--- config.mk ---
export PLATFORM = sky130hd
export DESIGN_NAME = pipe_stage_reg
export DESIGN_NICKNAME = d
export VERILOG_FILES = /design/src/rtl/pipe_pkg.sv /design/src/rtl/pipe_sat_counter.sv /design/src/rtl/pipe_stage_reg.sv
export SDC_FILE = /design/constraint.sdc
export NUM_CORES = 1
export LEC_CHECK = 0
export CAP_MARGIN = 20
export CORE_MARGIN = 3
export CORE_UTILIZATION = 30
export CTS_CLUSTER_SIZE = 14
export DETAILED_ROUTE_END_ITERATION = 16
export PLACE_DENSITY_LB_ADDON = 0.08
export SETUP_SLACK_MARGIN = 0.1
export SLEW_MARGIN = 20
export SYNTH_ARGS = -nofsm -noshare
export SYNTH_HDL_FRONTEND = slang
export SYNTH_HIERARCHICAL = 1
export SYNTH_SLANG_ARGS = --single-unit
--- constraint.sdc ---
create_clock -name clk -period 5.45 [get_ports clk]
set_clock_uncertainty 0.1 [all_clocks]
set_input_delay 1.09 -clock clk [delete_from_list [all_inputs] [get_ports clk]]
set_output_delay 1.09 -clock clk [all_outputs]
set_load 0.01 [all_outputs]
--- src/rtl/pipe_pkg.sv ---
// -----------------------------------------------------------------------------
// pipe_pkg
// Shared definitions for the pipeline stage register slice.
//   stage_state_e : occupancy state of the elastic stage (EMPTY=0, ONE=1, FULL=2)
//   BUBBLE_FILL   : fill bit used to build the default bubble payload
// -----------------------------------------------------------------------------
package pipe_pkg;

    typedef enum logic [1:0] {
        ST_EMPTY = 2'd0,
        ST_ONE   = 2'd1,
        ST_FULL  = 2'd2
    } stage_state_e;

    // Default bubble payload is all-zeros; replicated to the payload width.
    localparam logic BUBBLE_FILL = 1'b0;

endpackage

--- src/rtl/pipe_sat_counter.sv ---
// -----------------------------------------------------------------------------
// pipe_sat_counter
// Enabled up-counter that sticks at all-ones instead of wrapping.
// Ports:
//   clk   : rising-edge clock
//   reset : asynchronous active-high reset, clears the count
//   en    : count this cycle
//   count : current count value (WIDTH bits)
// -----------------------------------------------------------------------------
module pipe_sat_counter #(
    parameter int unsigned WIDTH = 16
) (
    input  logic             clk,
    input  logic             reset,
    input  logic             en,
    output logic [WIDTH-1:0] count
);

    always_ff @(posedge clk or posedge reset) begin
        if (reset) begin
            count <= '0;
        end else if (en && (count != '1)) begin
            count <= count + 1'b1;
        end
    end

endmodule

--- src/rtl/pipe_stage_reg.sv ---
// -----------------------------------------------------------------------------
// pipe_stage_reg
// Two-entry elastic pipeline register (main + skid) carrying a PC and a
// payload. in_ready depends only on registered state, so there is no
// combinational path from out_ready back to in_ready.
// Optional statistics: define PIPE_STAGE_STATS_EN to add stall_cnt/flush_cnt.
// Ports:
//   clk, reset              : clock, asynchronous active-high reset
//   in_valid/in_ready       : upstream handshake
//   in_pc/in_data           : upstream entry
//   flush                   : synchronous squash of all held entries
//   out_valid/out_ready     : downstream handshake
//   out_pc/out_data         : presented entry (0 / BUBBLE when empty)
//   stall_cnt, flush_cnt    : saturating statistics (PIPE_STAGE_STATS_EN only)
//   occupancy               : entries held, 0..2
// -----------------------------------------------------------------------------
module pipe_stage_reg
    import pipe_pkg::*;
#(
    parameter int unsigned          WIDTH     = 32,
    parameter int unsigned          PC_WIDTH  = 32,
    parameter logic [WIDTH-1:0]     BUBBLE    = {WIDTH{BUBBLE_FILL}},
    parameter int unsigned          CNT_WIDTH = 16
) (
    input  logic                 clk,
    input  logic                 reset,
    input  logic                 in_valid,
    output logic                 in_ready,
    input  logic [PC_WIDTH-1:0]  in_pc,
    input  logic [WIDTH-1:0]     in_data,
    input  logic                 flush,
    output logic                 out_valid,
    input  logic                 out_ready,
    output logic [PC_WIDTH-1:0]  out_pc,
    output logic [WIDTH-1:0]     out_data,
`ifdef PIPE_STAGE_STATS_EN
    output logic [CNT_WIDTH-1:0] stall_cnt,
    output logic [CNT_WIDTH-1:0] flush_cnt,
`endif
    output logic [1:0]           occupancy
);

    stage_state_e        state;
    stage_state_e        state_nx;

    logic [PC_WIDTH-1:0] main_pc;
    logic [WIDTH-1:0]    main_data;
    logic [PC_WIDTH-1:0] skid_pc;
    logic [WIDTH-1:0]    skid_data;

    logic                in_fire;
    logic                out_fire;
    logic                load_main_in;
    logic                load_main_skid;
    logic                load_skid;

    // reset gates in_ready directly so it drops the moment reset asserts.
    assign in_ready  = !reset && (state != ST_FULL);
    assign out_valid = (state != ST_EMPTY);
    assign in_fire   = in_valid && in_ready;
    assign out_fire  = out_valid && out_ready;

    assign out_pc    = out_valid ? main_pc   : '0;
    assign out_data  = out_valid ? main_data : BUBBLE;
    assign occupancy = 2'(state);

    always_ff @(posedge clk or posedge reset) begin
        if (reset) begin
            state <= ST_EMPTY;
        end else begin
            state <= state_nx;
        end
    end

    always_comb begin
        state_nx       = state;
        load_main_in   = 1'b0;
        load_main_skid = 1'b0;
        load_skid      = 1'b0;
        case (state)
            ST_EMPTY: begin
                if (in_fire) begin
                    state_nx     = ST_ONE;
                    load_main_in = 1'b1;
                end
            end
            ST_ONE: begin
                if (in_fire && !out_fire) begin
                    state_nx  = ST_FULL;
                    load_skid = 1'b1;
                end else if (in_fire && out_fire) begin
                    load_main_in = 1'b1;
                end else if (out_fire) begin
                    state_nx = ST_EMPTY;
                end
            end
            ST_FULL: begin
                if (out_fire) begin
                    state_nx       = ST_ONE;
                    load_main_skid = 1'b1;
                end
            end
            default: state_nx = ST_EMPTY;
        endcase
        // Flush overrides everything; a same-cycle out_fire has already been
        // taken downstream, a same-cycle in_fire is simply never stored.
        if (flush) begin
            state_nx       = ST_EMPTY;
            load_main_in   = 1'b0;
            load_main_skid = 1'b0;
            load_skid      = 1'b0;
        end
    end

    always_ff @(posedge clk or posedge reset) begin
        if (reset) begin
            main_pc   <= '0;
            main_data <= '0;
            skid_pc   <= '0;
            skid_data <= '0;
        end else begin
            if (load_main_in) begin
                main_pc   <= in_pc;
                main_data <= in_data;
            end else if (load_main_skid) begin
                main_pc   <= skid_pc;
                main_data <= skid_data;
            end
            if (load_skid) begin
                skid_pc   <= in_pc;
                skid_data <= in_data;
            end
        end
    end

`ifdef PIPE_STAGE_STATS_EN
    logic stall_en;
    logic flush_en;

    assign stall_en = out_valid && !out_ready;
    assign flush_en = flush && (state != ST_EMPTY);

    pipe_sat_counter #(
        .WIDTH (CNT_WIDTH)
    ) u_stall_cnt (
        .clk   (clk),
        .reset (reset),
        .en    (stall_en),
        .count (stall_cnt)
    );

    pipe_sat_counter #(
        .WIDTH (CNT_WIDTH)
    ) u_flush_cnt (
        .clk   (clk),
        .reset (reset),
        .en    (flush_en),
        .count (flush_cnt)
    );
`endif

endmodule

* Word-level counts from Yosys, hierarchy flattened
Cells that the tools add are included.
** Word-level totals
- Register bits after elaboration :: 130
- Output and inout port bits :: 68
** Cells by class
- Equal/unequal tests :: 7
- Multiplexer cells :: 24
- Reductions and logical operators :: 11
** Operators with widths (number)
- $mux 32 :: 6
- $mux 2 :: 6
- $mux 1 :: 10
- $ne 4x4->1 const B :: 2
- $ne 3x3->1 const B :: 2
- $pmux 2 s3 :: 1
- $logic_and 1x1->1 :: 5
- $reduce_and 4->1 :: 1
- $reduce_bool 2->1 :: 2
- $eq 2x1->1 const B :: 1
- $eq 2x2->1 const B :: 1
- $logic_not 1->1 :: 2
- $logic_not 2->1 :: 1
- $ne 2x2->1 const B :: 1
- $pmux 1 s2 :: 1

* Depth between registers and ports, before layout
Gate-level depths: netlist of the first run.
- Depth in word-level cells :: 9
- Mapped depth :: 5
- Mapped depth without buffers :: 3

* Worst setup path before layout of the first run
Ideal clock, no wire load.
- Path type :: reg2out
- From :: reg state[0] (netlist: occupancy[0])
- To :: out out_data[0]
- Data arrival time :: 1.305 ns
- Slack :: 2.955 ns
- Data required time :: 4.260 ns
- Stages on the path, launching flop included :: 5
- Cell sequence :: dfrtp_1 > nor2_1 > clkbuf_1 > clkbuf_1 > nor2b_1
** On the way
- Word-level cells in the longest chain between the ends :: 2
** Ends and longest elaborated chain
- from (decl) :: RTL line pipe_stage_reg.sv:43 : stage_state_e state;
- from (signal assigned) :: RTL line pipe_stage_reg.sv:71 : state <= state_nx;
- $reduce_bool 2->1 :: RTL line pipe_stage_reg.sv:59 : assign out_valid = (state != ST_EMPTY);
- $mux 32 :: RTL line pipe_stage_reg.sv:64 : assign out_data = out_valid ? main_data : BUBBLE;
- to (decl) :: RTL line pipe_stage_reg.sv:35 : output logic [WIDTH-1:0] out_data,
Every way passes these cells.

* Worst setup path after layout of the first run
- From :: reg state[0] (netlist: occupancy[0])
- To :: out out_data[17]
The elaborated chain is that of the path after synthesis.

==> results.yml, run 1 <==
logic_synthesis:
  synth_largest_type_area_fraction: 0.560
  syn-num-nets: 507
  synth-edff-count: 0
  dominantRegCellSynth: "sky130_fd_sc_hd__dfrtp_1"
  synth-warning-count: 6
  post_synth_num_cell_types: 21
  synthDominantAreaCellType: "sky130_fd_sc_hd__dfrtp_1"
  synth-async-reset-ratio: 1.00
  synthesis.area_um2: 5810
  synth.top_cells.by_area: "sky130_fd_sc_hd__dfrtp_1 (56%), sky130_fd_sc_hd__mux2_2 (11%), sky130_fd_sc_hd__a221o_1 (11%)"
  post_synth_inst_count: 438
  ys_ff_latch: 130
  synth_area_per_cell_um2: 13.3
  synth_sequential_area_ratio: 0.560
worst_setup_path:
  critical_path.endpoint_type: "primary output"
  arrival_ns: 2.80
  critical_path_required_ns: 4.26
  crit_fanout: 36
  worst_setup_path_start_kind: "flop"
  critical_path_class: "flop to primary output"
routing:
  postRouteWirelength_um: 14300
  top_layer_used: "met4"
  route.met3.wl_um: 760
  met2_wire_length_um: 6400
  post_drt_wl_per_cell_um: 17.1
  total_number_of_vias: 3983
  post_drt_via_cell_ratio: 4.75
  detail_route.wirelength.met1_um: 6950
  drt_drc_violations_left: 0
  detailedRoute.firstPassIterationCount: 4
  drtIter0Drc: 109
  ant_nets: 0
die:
  die-area_um2: 21100
  die_w_um: 145
  design.portCount: 137
  start_util: 0.308
  floorplan.die.height_um: 145
  rows: 50
  design.core.area_um2: 18800
global_routing:
  maximum_number_of_pins_on_one_net_before_global_route_repair: 69
  grt_overflow: 0
  grtUsageTotal: 0.139
  grt_antenna_before_repair: 0
  first_global_vias: 4291
  grt_pass1_wl_um: 23500
sta:
  min_period_over_period: 0.733
  hold_ws_ns: 0.390
  finalHoldViolCount: 0
  achievable-frequency_mhz: 250
  finalCriticalPeriod_ns: 3.99
  worst_pin_slew_ns: 0.946
  setup_viol: 0
  timing.slew.headroom: 0.368
  grt_setup_unrepaired: "no"
  timing_max_transition_violations_final: 0
  final.setup.tns_ns: 0
place:
  place_hpwl_um: 8630
  buffer_ports.inserted: 136
  routabilityCongestion: 0.693
power:
  power.density_nw_per_um2: 352
  power.leakage_nw: 3.44
  power.ir.vdd_worst_mv: 0.214
clock_network:
  postcts_resize_cnt: 0
  post_cts.repair.setup_buffers: 0
  h-tree-depth: 4
  cts_hold_buf: 0
  cts-root-to-sink-buffers: 2
  tritoncts_clock_tree: "yes"
  clk_pin_slew_ns: 0.06
  tritoncts.num_buffers: 17
  root_buffer: "sky130_fd_sc_hd__clkbuf_16"
  worst_skew_late_latency_ns: 0.41
  cts.sinks: 130
cells_and_area:
  n_antenna_cell: 0
  layout_cells_sized_above_1: 0.180
  area_delta_synth_final_pct: 37.2
  layout.nets: 635
flow_run:
  drv_cap: 0
run_status:
  run_status: "complete, no violations"
hold_path:
  min_path_type: "flop to flop"
[state kept, by name, indices dropped and copies added, names as in the netlist]
| register | flops |
|---|---|
| skid_data | 32 |
| skid_pc | 32 |
| main_pc | 32 |
| main_data | 32 |
| occupancy | 2 |
[power by group]
group | internal [mW] | switching, mW
clock network | 0.778 | 0.434
registers | 1.13 | 0.0791
logic | 0.245 | 0.136
total | 2.15 | 0.649
[cell usage after synthesis, drive strengths merged (3+ instances only)]
cell    count
a221o      64
and2       64
buf        20
clkbuf     13
dfrtp     130
inv         3
mux2       64
nor2        4
nor2b      66
[worst paths after layout]
| kind | startpoint | end | slack (ns) | cells after the start |
|---|---|---|---|---|
| max in group asynchronous | reset | main_data[19] | 3.14 | 3 |
| worst min register to register | skid_data[15] | skid_data[15] | 0.39 | 1 |
| worst min-delay path | skid_data[15] | skid_data[15] | 0.39 | 1 |
| min in group asynchronous | reset | occupancy[0] | 1.22 | 2 |
| worst max-delay path | occupancy[0] | out_data[17] | 1.46 | 4 |
| worst max register to register | occupancy[1] | main_data[10] | 2.90 | 4 |
[cell families after synthesis]
logic type / after synthesis / share of synthesized area
flops: 130 / 0.560
compound gates: 67 / 0.116
mux: 64 / 0.124
buf+inv: 36 / 0.0427
xor+xnor: 1 / 0.00151
simple gates: 140 / 0.155
[critical path: stages, from the launching register on]
cell	delay (ns)
sky130_fd_sc_hd__dfrtp_1	0.50
sky130_fd_sc_hd__nor2_4	0.79
sky130_fd_sc_hd__buf_4	0.47
sky130_fd_sc_hd__nor2b_1	0.12
sky130_fd_sc_hd__clkdlybuf4s50_1	0.50
[stage by stage]
stage | util | cell area, um^2 | total power, mW | worst slack [ns] | std cells
after global routing | 0.423 | 7970 | 2.94 | 1.19 | 839
after global placement | 0.389 | 7320 | 1.60 | 1.75 | 806
after detailed placement | 0.389 | 7320 | 1.61 | 1.70 | 806
after floorplan | - | 5810 | 1.44 | 0.791 | 438
final | 0.423 | 7970 | 2.80 | 1.46 | 839
after CTS | 0.422 | 7950 | 2.84 | 1.33 | 838
[final cells by class]
| type | count | area (um^2) |
|---|---|---|
| inverters | 3 | 13.8 |
| multi-input cells | 272 | 2310 |
| fillers | 1789 | 10900 |
| repair buffers | 142 | 1430 |
| clock inverters | 13 | 185 |
| clock buffers | 19 | 443 |
| well taps | 260 | 325 |
| flip-flops and latches | 130 | 3250 |
[placed cells by master, fill, tap and decap left out, drive strengths merged]
cell type      count
clkdlybuf4s50    136
dfrtp            130
nor2b             66
and2              64
a221o             64
mux2              64
clkbuf            19
clkinv             7
buf                6
bufinv             4
nor2               4
inv                3
clkinvlp           2
nor3b              1
nand3              1
nand2b             1
and3               1
and4bb             1
a31oi              1
a21oi              1
nor3               1
xnor2              1
a21o               1
[per-layer routing]
metal,vias up,global-route usage
met5,-,0
met4,0,0.0499
met3,16,0.0459
met2,97,0.209
met1,2036,0.188
li1,1834,-
No activity file was read; power rests on OpenSTA's default activity.
==> run 2, diff against run 1 <==
==> constraint.sdc (replaced) <==
create_clock -name clk -period 3.3 [get_ports clk]
set_clock_uncertainty 0.1 [all_clocks]
set_input_delay 0.66 -clock clk [delete_from_list [all_inputs] [get_ports clk]]
set_output_delay 0.66 -clock clk [all_outputs]
set_load 0.01 [all_outputs]
==> run 2 against run 1 <==
Effect of this change:
- non-clock buffer count is 6 higher
- clock-buffer cell count is 8 higher
- critical path depth stayed put
- register-to-register slack worse by 1.8 ns
- flip-flop and latch count stayed put
- core utilization hardly changed
- die area stayed put
- worst setup slack worse by 1.1 ns
- sequential share of layout area hardly changed
- clock power is 43% higher
- wire length is 2.6% higher
- critical path type unchanged
- largest cell class unchanged
- highest routed layer unchanged
==> results.yml, run 2 (synthesized netlist as in run 1, its figures left out) <==
run_status:
  run_status: "complete, no violations"
clock_network:
  clk_pin_slew_ns: 0.06
  tritoncts_clock_tree: "yes"
  tritoncts.num_buffers: 17
  post_cts.repair.setup_buffers: 0
  cts_hold_buf: 0
  h-tree-depth: 4
  root_buffer: "sky130_fd_sc_hd__clkbuf_16"
  cts.sinks: 130
  worst_skew_late_latency_ns: 0.41
  postcts_resize_cnt: 0
  cts-root-to-sink-buffers: 2
global_routing:
  grt_antenna_before_repair: 0
  grt_pass1_wl_um: 24100
  grt_overflow: 0
  maximum_number_of_pins_on_one_net_before_global_route_repair: 66
  grtUsageTotal: 0.143
  first_global_vias: 4447
flow_run:
  drv_cap: 0
hold_path:
  min_path_type: "flop to flop"
  min_from: "skid_pc[19]"
routing:
  ant_nets: 0
  drt_drc_violations_left: 0
  post_drt_wl_per_cell_um: 17.4
  total_number_of_vias: 4049
  route.met3.wl_um: 814
  detail_route.wirelength.met1_um: 7060
  drtIter0Drc: 142
  met2_wire_length_um: 6640
  detailedRoute.firstPassIterationCount: 4
  post_drt_via_cell_ratio: 4.80
  top_layer_used: "met4"
  postRouteWirelength_um: 14700
die:
  rows: 50
  design.core.area_um2: 18800
  start_util: 0.308
  floorplan.die.height_um: 145
  die_w_um: 145
  die-area_um2: 21100
  design.portCount: 137
worst_setup_path:
  worstSetupStartpoint: "occupancy[0]"
  critical_path_class: "flop to primary output"
  critical_path.endpoint_type: "primary output"
  arrival_ns: 2.16
  crit_fanout: 40
  worst_setup_path_start_kind: "flop"
  r2r_start: "occupancy[0]"
  critical_path_required_ns: 2.54
power:
  power.ir.vdd_worst_mv: 0.333
  power.leakage_nw: 3.44
  power.density_nw_per_um2: 548
cells_and_area:
  final_cell_mix: "sky130_fd_sc_hd__clkdlybuf4s50_1 (136), sky130_fd_sc_hd__dfrtp_1 (130), sky130_fd_sc_hd__nor2b_1 (66), sky130_fd_sc_hd__and2_1 (64), sky130_fd_sc_hd__a221o_1 (64)"
  n_antenna_cell: 0
  layout.nets: 641
  area_delta_synth_final_pct: 37.2
  final.fill_count: 1781
  layout_cells_sized_above_1: 0.182
  layout.cells.most_common: "sky130_fd_sc_hd__clkdlybuf4s50_1"
sta:
  finalCriticalPeriod_ns: 2.92
  min_period_over_period: 0.884
  achievable-frequency_mhz: 343
  worst_slack_ns: 0.384
  worst_pin_slew_ns: 0.883
  timing_max_transition_violations_final: 0
  finalHoldViolCount: 0
  timing.slew.headroom: 0.411
  grt_setup_unrepaired: "no"
  final.setup.tns_ns: 0
  setup_viol: 0
place:
  placement.setup.worst_slack_ns: 0.413
  place_hpwl_um: 9070
  routabilityCongestion: 0.704
  buffer_ports.inserted: 136
[run 2: layout make-up]
cell class	instances	area [um^2]	share of cell area
sequential	130	3250	0.408
multi-input combinational	272	2310	0.290
timing repair buffer	148	1510	0.190
clock buffer	27	523	0.0657
tap	260	325	0.0408
clock inverter	4	22.5	0.00283
inverter	3	15.0	0.00188
[run 2: path summary, 6_finish.rpt]
path,cells after the start,to,slack (ns)
min reg2reg,1,skid_pc[19],0.38
max reg2reg,4,main_pc[26],1.07
min,1,skid_pc[19],0.38
min in group asynchronous,2,occupancy[1],0.75
max,4,out_pc[29],0.38
max in group asynchronous,3,skid_pc[13],1.57
[run 2: power breakdown]
| part | leakage (nW) | internal (mW) | switching [mW] | total [mW] |
|---|---|---|---|---|
| sequential | 1.67 | 1.87 | 0.127 | 2.00 |
| combinational | 1.50 | 0.411 | 0.230 | 0.641 |
| clock | 0.269 | 1.07 | 0.654 | 1.73 |
[run 2: critical path, stage by stage, from the launching register on]
cell and delay, ns:
sky130_fd_sc_hd__dfrtp_1 0.51, sky130_fd_sc_hd__nor2_4 0.16, sky130_fd_sc_hd__buf_4 0.40, sky130_fd_sc_hd__nor2b_1 0.13, sky130_fd_sc_hd__clkdlybuf4s50_1 0.52
[run 2: metrics by stage]
stage	util	area (um^2)	hold WS [ns]	cells	power (mW)
after floorplan	-	5810	0.356	438	2.38
after global placement	0.394	7420	0.365	813	2.65
after detailed placement	0.394	7420	0.374	813	2.67
after CTS	0.423	7970	0.387	844	4.43
after global routing	0.423	7970	0.408	844	4.58
final	0.423	7970	0.382	844	4.37
[run 2: routing by layer]
layer / vias to the layer above / global-route usage
met5: - / 0
met4: 0 / 0.0461
met3: 13 / 0.0453
met2: 104 / 0.218
met1: 2088 / 0.194
li1: 1844 / -
==> run 3, diff against run 2 <==
--- a/config.mk
+++ b/config.mk
@@ -6,10 +6,13 @@
 export NUM_CORES = 1
 export LEC_CHECK = 0
 export CAP_MARGIN = 20
+export CELL_PAD_IN_SITES_DETAIL_PLACEMENT = 1
+export CELL_PAD_IN_SITES_GLOBAL_PLACEMENT = 1
 export CORE_MARGIN = 3
-export CORE_UTILIZATION = 30
+export CORE_UTILIZATION = 36
 export CTS_CLUSTER_SIZE = 14
 export DETAILED_ROUTE_END_ITERATION = 16
+export GPL_TIMING_DRIVEN = 0
 export PLACE_DENSITY_LB_ADDON = 0.08
 export SETUP_SLACK_MARGIN = 0.1
 export SLEW_MARGIN = 20
==> run 3 against run 2 <==
Effect of this change:
- final cell count is 3.0% lower
- largest power group unchanged
- total power rose by 3.7%
- die area down 16%
- fmax shrank 3.1%
- critical path depth increased by 1
- clock power increased by 8%
- worst hold slack better by 0.0052 ns
- sequential share of layout area decreased by 0.72 points
- cell area up 1.8%
- via count increased by 2.3%
- register-to-register slack improved by 0.34 ns
==> results.yml, run 3 (synthesized netlist as in run 1, its figures left out) <==
place:
  place_hpwl_um: 10700
  buffer_ports.inserted: 136
  placement.setup.worst_slack_ns: 0.171
  routabilityCongestion: 0.727
cells_and_area:
  n_antenna_cell: 0
  layout.cells.most_common: "sky130_fd_sc_hd__clkdlybuf4s50_1"
  layout.nets: 666
  layout_cells_sized_above_1: 0.202
  area_delta_synth_final_pct: 39.7
  final_cell_mix: "sky130_fd_sc_hd__clkdlybuf4s50_1 (136), sky130_fd_sc_hd__dfrtp_1 (129), sky130_fd_sc_hd__nor2b_1 (66), sky130_fd_sc_hd__and2_1 (64), sky130_fd_sc_hd__a221o_1 (64)"
sta:
  worst_slack_ns: 0.291
  final.setup.tns_ns: 0
  grt_setup_unrepaired: "no"
  timing_max_transition_violations_final: 0
  setup_viol: 0
  min_period_over_period: 0.912
  hold_ws_ns: 0.387
  achievable-frequency_mhz: 332
  worst_pin_slew_ns: 0.462
  finalCriticalPeriod_ns: 3.01
  finalHoldViolCount: 0
  timing.slew.headroom: 0.691
clock_network:
  cts-root-to-sink-buffers: 2
  tritoncts.num_buffers: 17
  cts.sinks: 130
  root_buffer: "sky130_fd_sc_hd__clkbuf_16"
  worst_skew_late_latency_ns: 0.41
  h-tree-depth: 4
  post_cts.repair.setup_buffers: 0
  clk_pin_slew_ns: 0.06
  tritoncts_clock_tree: "yes"
routing:
  ant_nets: 0
  post_drt_via_cell_ratio: 5.06
  drt_drc_violations_left: 0
  postRouteWirelength_um: 15600
  detailedRoute.firstPassIterationCount: 4
  total_number_of_vias: 4141
  post_drt_wl_per_cell_um: 19.1
  drtIter0Drc: 210
worst_setup_path:
  arrival_ns: 2.25
  worst_setup_path_start_kind: "flop"
  critical_path_required_ns: 2.54
  critical_path.endpoint_type: "primary output"
  crit_fanout: 10
  critical_path_class: "flop to primary output"
global_routing:
  grtUsageTotal: 0.184
  maximum_number_of_pins_on_one_net_before_global_route_repair: 32
  grt_antenna_before_repair: 0
  grt_overflow: 0
  first_global_vias: 4603
  grt_pass1_wl_um: 25600
die:
  floorplan.die.height_um: 133
  start_util: 0.375
  die_w_um: 133
  rows: 45
  design.portCount: 137
  design.core.area_um2: 15500
  die-area_um2: 17700
run_status:
  run_status: "complete, no violations"
power:
  power.ir.vdd_worst_mv: 0.370
  power_mw: 4.52
  power.density_nw_per_um2: 558
  power.leakage_nw: 3.55
flow_run:
  drv_cap: 0
hold_path:
  min_path_type: "flop to flop"
-- run 3: cell count changes in the layout (fill, tap and decap cells not counted), moves of 2 or more --
cell,delta
sky130_fd_sc_hd__bufinv_16,+2
sky130_fd_sc_hd__clkbuf_2,+4
sky130_fd_sc_hd__buf_6,+14
sky130_fd_sc_hd__buf_2,+8
sky130_fd_sc_hd__buf_4,-7
sky130_fd_sc_hd__clkbuf_1,+6
sky130_fd_sc_hd__buf_12,-2
-- run 3: worst paths after layout --
kind	from	endpoint	slack, ns	cells after the start
max	occupancy[0]	out_pc[29]	0.29	5
min	skid_data[14]	skid_data[14]	0.39	1
max reg2reg	occupancy[1]	main_pc[8]	1.41	4
min reg2reg	skid_data[14]	skid_data[14]	0.39	1
max in group asynchronous	reset	main_pc[29]	1.70	4
min in group asynchronous	reset	skid_pc[0]	0.65	2
-- run 3: area by class of cell --
type,instances,area (um^2)
repair buffers,140,1450
plain buffers,33,244
clock buffers,25,505
inverters,3,15.0
fillers,1586,7370
multi-input cells,272,2300
flip-flops and latches,130,3250
well taps,211,264
clock inverters,5,75.1
-- run 3: report_power, final --
group	leakage, nW	internal [mW]	switching [mW]
Combinational	1.59	0.422	0.235
Clock	0.289	1.20	0.661
Sequential	1.67	1.87	0.137
Total	3.55	3.49	1.03
-- run 3: repair_timing --
item,4_1_cts,5_1_grt
endpoints found under the setup margin,50,16
pin swaps,0,0
hold buffers,0,0
resized for setup,6,3
-- run 3: through the flow --
step / std cells / area [um^2] / utilization
5_1_grt: 819 / 8110 / 0.524
3_5_place_dp: 789 / 7520 / 0.486
3_3_place_gp: 785 / 7430 / 0.480
6_report: 819 / 8110 / 0.524
2_1_floorplan: 438 / 5810 / -
4_1_cts: 819 / 8110 / 0.524
-- run 3: critical path: stages (launching register included) --
cell	delay, ns
sky130_fd_sc_hd__dfrtp_2	0.46
sky130_fd_sc_hd__nor2_1	0.15
sky130_fd_sc_hd__clkbuf_2	0.32
sky130_fd_sc_hd__clkbuf_2	0.31
sky130_fd_sc_hd__nor2b_1	0.09
sky130_fd_sc_hd__clkdlybuf4s50_1	0.49
-- run 3: metal layers --
metal	wire length, um	global-route usage	vias to the layer above	share of wire
met3	721	0.0506	15	0.046
li1	-	-	1901	-
met1	6870	0.234	2118	0.44
met2	7820	0.302	107	0.50
met4	206	0.0624	0	0.013
met5	0	0	-	0
